`config.mk`:
```
export PLATFORM = sky130hd
export DESIGN_NAME = sram_arbiter
export DESIGN_NICKNAME = d
export VERILOG_FILES = /design/src/rtl/sram_arb_pkg.sv /design/src/rtl/arb_rr2.sv /design/src/rtl/sram_arbiter.sv
export SDC_FILE = /design/constraint.sdc
export NUM_CORES = 1
export LEC_CHECK = 0
export ABC_CLOCK_PERIOD_IN_PS = 11100
export BUFFER_PORTS_ARGS = -buffer_cell sky130_fd_sc_hd__buf_4
export CAP_MARGIN = 20
export CORE_AREA = 2 2 151 153
export CTS_CLUSTER_SIZE = 16
export DETAILED_ROUTE_END_ITERATION = 8
export DIE_AREA = 0 0 153 155
export GPL_TIMING_DRIVEN = 0
export PLACE_DENSITY = 0.53
export RECOVER_POWER = 50
export SYNTH_ARGS = -nofsm -noshare
export SYNTH_HDL_FRONTEND = slang
export SYNTH_HIERARCHICAL = 1
export SYNTH_SLANG_ARGS = --single-unit
```
`constraint.sdc`:
```
create_clock -name clk -period 11.1 [get_ports clk]
set_input_delay 3.33 -clock clk [delete_from_list [all_inputs] [get_ports clk]]
set_output_delay 3.33 -clock clk [all_outputs]
set_load 0.005 [all_outputs]
```
`src/rtl/sram_arb_pkg.sv`:
```
// Shared types and constants for the two-port SRAM arbiter.
package sram_arb_pkg;

    typedef enum logic [1:0] {
        ST_IDLE = 2'd0,
        ST_BUSY = 2'd1,
        ST_DONE = 2'd2
    } arb_state_t;

    localparam int TIMEOUT_DEFAULT = 15;

endpackage

```
`src/rtl/arb_rr2.sv`:
```
// Two-way round-robin selector: a lone requester wins, contention goes to
// the port that was not granted last.
module arb_rr2 (
    input  logic [1:0] req,
    input  logic       last_grant,
    output logic [1:0] grant
);

    // One-hot grant from the request pair and the last winner's index
    always_comb begin
        grant = 2'b00;
        case (req)
            2'b01:   grant = 2'b01;
            2'b10:   grant = 2'b10;
            2'b11:   grant = last_grant ? 2'b01 : 2'b10;
            default: grant = 2'b00;
        endcase
    end

endmodule

```
`src/rtl/sram_arbiter.sv`:
```
// Arbitrates two requesters onto one single-cycle-ack SRAM port with a
// registered IDLE/BUSY/DONE sequencer and a per-transaction timeout.
module sram_arbiter
    import sram_arb_pkg::*;
#(
    parameter int DATA_WIDTH = 32,
    parameter int ADDR_WIDTH = 32,
    parameter int NUM_BYTES  = DATA_WIDTH / 8,
    parameter int TIMEOUT    = TIMEOUT_DEFAULT
) (
    input  logic                  clk,
    input  logic                  rst,
    input  logic                  p0_sel,
    input  logic                  p0_we,
    input  logic [NUM_BYTES-1:0]  p0_byte_en,
    input  logic [ADDR_WIDTH-1:0] p0_addr,
    input  logic [DATA_WIDTH-1:0] p0_din,
    output logic [DATA_WIDTH-1:0] p0_dout,
    output logic                  p0_ack,
    output logic                  p0_err,
    input  logic                  p1_sel,
    input  logic                  p1_we,
    input  logic [NUM_BYTES-1:0]  p1_byte_en,
    input  logic [ADDR_WIDTH-1:0] p1_addr,
    input  logic [DATA_WIDTH-1:0] p1_din,
    output logic [DATA_WIDTH-1:0] p1_dout,
    output logic                  p1_ack,
    output logic                  p1_err,
    output logic                  mem_sel,
    output logic                  mem_we,
    output logic [NUM_BYTES-1:0]  mem_byte_en,
    output logic [ADDR_WIDTH-1:0] mem_addr,
    output logic [DATA_WIDTH-1:0] mem_din,
    input  logic [DATA_WIDTH-1:0] mem_dout,
    input  logic                  mem_ack
);

    // Counter compares against TIMEOUT-1 so BUSY lasts exactly TIMEOUT cycles.
    localparam logic [7:0] TO_LAST = 8'(TIMEOUT - 1);

    arb_state_t            state_r;
    logic [7:0]            cnt_r;
    logic                  last_grant_r;
    logic                  owner_r;
    logic [1:0]            ack_r;
    logic [1:0]            err_r;
    logic [DATA_WIDTH-1:0] dout0_r;
    logic [DATA_WIDTH-1:0] dout1_r;
    logic                  mem_sel_r;
    logic                  mem_we_r;
    logic [NUM_BYTES-1:0]  mem_byte_en_r;
    logic [ADDR_WIDTH-1:0] mem_addr_r;
    logic [DATA_WIDTH-1:0] mem_din_r;

    logic [1:0]            req_s;
    logic [1:0]            grant_s;
    logic                  win_we_s;
    logic [NUM_BYTES-1:0]  win_byte_en_s;
    logic [ADDR_WIDTH-1:0] win_addr_s;
    logic [DATA_WIDTH-1:0] win_din_s;

    assign req_s = {p1_sel, p0_sel};

    arb_rr2 u_arb (
        .req        (req_s),
        .last_grant (last_grant_r),
        .grant      (grant_s)
    );

    // Route the winning requester's transaction fields
    always_comb begin
        if (grant_s[1]) begin
            win_we_s      = p1_we;
            win_byte_en_s = p1_byte_en;
            win_addr_s    = p1_addr;
            win_din_s     = p1_din;
        end else begin
            win_we_s      = p0_we;
            win_byte_en_s = p0_byte_en;
            win_addr_s    = p0_addr;
            win_din_s     = p0_din;
        end
    end

    // Transaction sequencer; every output is a register of this block
    always_ff @(posedge clk or posedge rst) begin
        if (rst) begin
            state_r       <= ST_IDLE;
            cnt_r         <= 8'd0;
            last_grant_r  <= 1'b1;
            owner_r       <= 1'b0;
            ack_r         <= 2'b00;
            err_r         <= 2'b00;
            dout0_r       <= '0;
            dout1_r       <= '0;
            mem_sel_r     <= 1'b0;
            mem_we_r      <= 1'b0;
            mem_byte_en_r <= '0;
            mem_addr_r    <= '0;
            mem_din_r     <= '0;
        end else begin
            case (state_r)
                ST_IDLE: begin
                    ack_r <= 2'b00;
                    err_r <= 2'b00;
                    if (|req_s) begin
                        mem_sel_r     <= 1'b1;
                        mem_we_r      <= win_we_s;
                        mem_byte_en_r <= win_byte_en_s;
                        mem_addr_r    <= win_addr_s;
                        mem_din_r     <= win_din_s;
                        owner_r       <= grant_s[1];
                        last_grant_r  <= grant_s[1];
                        cnt_r         <= 8'd0;
                        state_r       <= ST_BUSY;
                    end else begin
                        mem_sel_r <= 1'b0;
                        mem_we_r  <= 1'b0;
                    end
                end
                ST_BUSY: begin
                    // The SRAM writes on every cycle we is high, so strobe only once.
                    mem_we_r <= 1'b0;
                    if (mem_ack) begin
                        mem_sel_r <= 1'b0;
                        ack_r     <= owner_r ? 2'b10 : 2'b01;
                        if (owner_r) begin
                            dout1_r <= mem_dout;
                        end else begin
                            dout0_r <= mem_dout;
                        end
                        state_r <= ST_DONE;
                    end else if (cnt_r == TO_LAST) begin
                        mem_sel_r <= 1'b0;
                        ack_r     <= owner_r ? 2'b10 : 2'b01;
                        err_r     <= owner_r ? 2'b10 : 2'b01;
                        if (owner_r) begin
                            dout1_r <= '0;
                        end else begin
                            dout0_r <= '0;
                        end
                        state_r <= ST_DONE;
                    end else begin
                        cnt_r <= cnt_r + 8'd1;
                    end
                end
                ST_DONE: begin
                    ack_r     <= 2'b00;
                    err_r     <= 2'b00;
                    mem_sel_r <= 1'b0;
                    mem_we_r  <= 1'b0;
                    state_r   <= ST_IDLE;
                end
                default: begin
                    ack_r     <= 2'b00;
                    err_r     <= 2'b00;
                    mem_sel_r <= 1'b0;
                    mem_we_r  <= 1'b0;
                    state_r   <= ST_IDLE;
                end
            endcase
        end
    end

    assign p0_ack      = ack_r[0];
    assign p1_ack      = ack_r[1];
    assign p0_err      = err_r[0];
    assign p1_err      = err_r[1];
    assign p0_dout     = dout0_r;
    assign p1_dout     = dout1_r;
    assign mem_sel     = mem_sel_r;
    assign mem_we      = mem_we_r;
    assign mem_byte_en = mem_byte_en_r;
    assign mem_addr    = mem_addr_r;
    assign mem_din     = mem_din_r;

endmodule

```
==> results.sh <==
export IMPL_violations="max-capacitance violations, max-slew violations"
export IMPL_drt_wl_total_um=21890
export IMPL_finalMaxSlewViolations=61
export IMPL_nets=1048
export IMPL_setup_slack_ns=6.031
export IMPL_post_cts_buffers=0
export IMPL_skew_ns=0.01266
export IMPL_grt_total_usage_pct=18.46
export IMPL_crit_type="primary input to asynchronous set/reset pin"
export IMPL_sw_frac_of_total_pct=34.59
export IMPL_post_route_min_period_ns=5.069
export IMPL_cp_arrival_ns=5.58
export IMPL_clock_power_share_pct=21.8
export IMPL_start_kind="primary input"
export IMPL_rows=55
export IMPL_routed_wl_met3_um=2159
export IMPL_wl_per_cell_um=18.72
export IMPL_critPathCaptureType="asynchronous set/reset pin"
export IMPL_fp_dieW_um=153
export IMPL_switchingPower_w=0.0008594
export IMPL_fp_dieH_um=155
export IMPL_grt_pass1_vias=5803
export IMPL_synth_area_per_cell_sq_um=12.07
export IMPL_coreArea_sq_mm=0.02223
export IMPL_pre_cts_ws_ns=5.880
export IMPL_crit_fanout=90
export IMPL_reg2reg_slack_ns=8.74
export IMPL_outcome="complete, but fails checks"
export IMPL_p_comb_share_pct=40.5
export IMPL_drc=0
export IMPL_dieArea_sq_mm=0.02372
export IMPL_syn_to_final_growth_pct=49.35
export IMPL_dp_hpwl_um=16300
export IMPL_wl_met2_um=10200
export IMPL_final_cells=1169
export IMPL_max_clock_freq_ghz=0.1973
export IMPL_intPower_w=0.001625
export IMPL_cts_repair_resized=0
export IMPL_seq_power_share_pct=37.8
export IMPL_drive_gt1_share_pct=41.97
export IMPL_top_layer="met5"
export IMPL_htreeDepth=4
export IMPL_syn_num_nets=716
export IMPL_netlist_instances=539
export IMPL_grt_first_pass_wirelength_um=34160
export IMPL_num_vias=5667
export IMPL_antenna_cells=0
export IMPL_clk_latency_ns=0.43
export IMPL_drtIter0Drc=244
export IMPL_syn_area_sq_mm=0.006504
export IMPL_vias_per_cell=4.848
export IMPL_cts_root_buf="clkbuf_16"
export IMPL_rsz0062_at_grt="false"
export IMPL_hold_viol_final=0
export IMPL_start_util_pct=29.26
export IMPL_hold_buffers=0
export IMPL_antenna_found_initial=1
export IMPL_path_clk_slew_ns=0.06
export IMPL_grt_ovfl_total=0
export IMPL_io_buffers=312
export IMPL_power_density_mw_per_mm2=255.8
export IMPL_cts_tree="yes"
export IMPL_clk_path_buf_depth=2
export IMPL_setup_viol=0
export IMPL_post_route_period_util_pct=45.66
export IMPL_drt_pass1_iterations=4
export IMPL_ant_nets=0
export IMPL_cts_sinks=150
export IMPL_maxCapViolations=1
export IMPL_wirelength_met1_um=9206
export IMPL_place_gp_congestion=0.7478
export IMPL_finalSetupTns_ns=0
export IMPL_pin_count=313
export IMPL_hold_path_class="register to register"
export IMPL_power_leakage_nw=4.720
export IMPL_peakVddDrop_mv=0.08767
export IMPL_numCtsBuffers=17
export IMPL_dp_cells=1137
export IMPL_slew_limit_headroom_pct=-90.96
export IMPL_grt_max_degree=91
export IMPL_worst_slew_pin_slew_ns=2.849
export IMPL_synth_warnings=6
export IMPL_critPathRequiredTime_ns=11.61
[critical path, cell delays in order]
cell and delay [ns]:
clkbuf_4 0.11, clkinvlp_2 1.59, buf_16 0.42
[power by group through the flow]
| stage | sequential (W) | clock, W | combinational (W) |
|---|---|---|---|
| floorplan | 0.000946 | 0 | 0.000431 |
| finish | 0.000938 | 0.000541 | 0.00101 |
| detailed placement | 0.000943 | 0 | 0.00103 |
| global placement | 0.000938 | 0 | 0.00102 |
| CTS | 0.000939 | 0.000558 | 0.00103 |
| global route | 0.000972 | 0.000581 | 0.00111 |
[registers in the layout, summed over array words and instances (netlist names), 4 cells and up]
signal	cells
p0_dout	32
mem_byte_en	4
cnt_r	8
mem_din	32
p1_dout	32
mem_addr	32
[path summary, 6_finish.rpt]
check / start / endpoint / depth (start not counted)
min: last_grant_r / last_grant_r / 2
max in group clk: p0_sel / mem_addr[2] / 6
max reg2reg: cnt_r[0] / cnt_r[2] / 5
max: rst / last_grant_r / 3
min reg2reg: last_grant_r / last_grant_r / 2
min in group asynchronous: rst / p1_dout[1] / 2
[area by class of cell]
cell class              instances  area (sq um)
plain buffers                  46         287.8
clock buffers                  18         429.2
clock inverters                14         116.4
fillers                      2174         12510
inverters                       7         27.53
multi-input cells             336          2375
flip-flops and latches        150          3755
well taps                     285         356.6
repair buffers                313          2366
[metrics by stage]
| step | utilization [%] | hold slack, ns | instance area (sq um) | total power (W) |
|---|---|---|---|---|
| floorplan | - | 0.4369 | 6504 | 0.001377 |
| global placement | 41.40 | 0.4490 | 9203 | 0.001961 |
| detailed placement | 41.56 | 0.4617 | 9238 | 0.001975 |
| CTS | 44.01 | 0.4692 | 9783 | 0.002526 |
| global route | 43.70 | 0.4813 | 9713 | 0.002667 |
| finish | 43.70 | 0.4664 | 9713 | 0.002484 |
[cell usage in the layout (no fill, tap or decap), types with 4 or more instances in the layout]
cell type and instances:
a32o_1 64, buf_2 6, buf_4 310, buf_6 9, clkbuf_1 28, clkbuf_16 17, clkbuf_8 4, clkinvlp_4 4
dfrtp_1 149, inv_1 6, inv_6 6, mux2i_1 71, nand2_1 73, nand3_1 4, nor2_1 11, o21ai_0 78
o31ai_1 9
[layer usage]
metal | up-vias | track usage (%)
met5 | - | 0
met4 | 2 | 4.101
met2 | 248 | 29.72
met1 | 2735 | 22.95
met3 | 21 | 8.273
li1 | 2661 | -
Note: power is estimated with default switching activity, not from simulation.
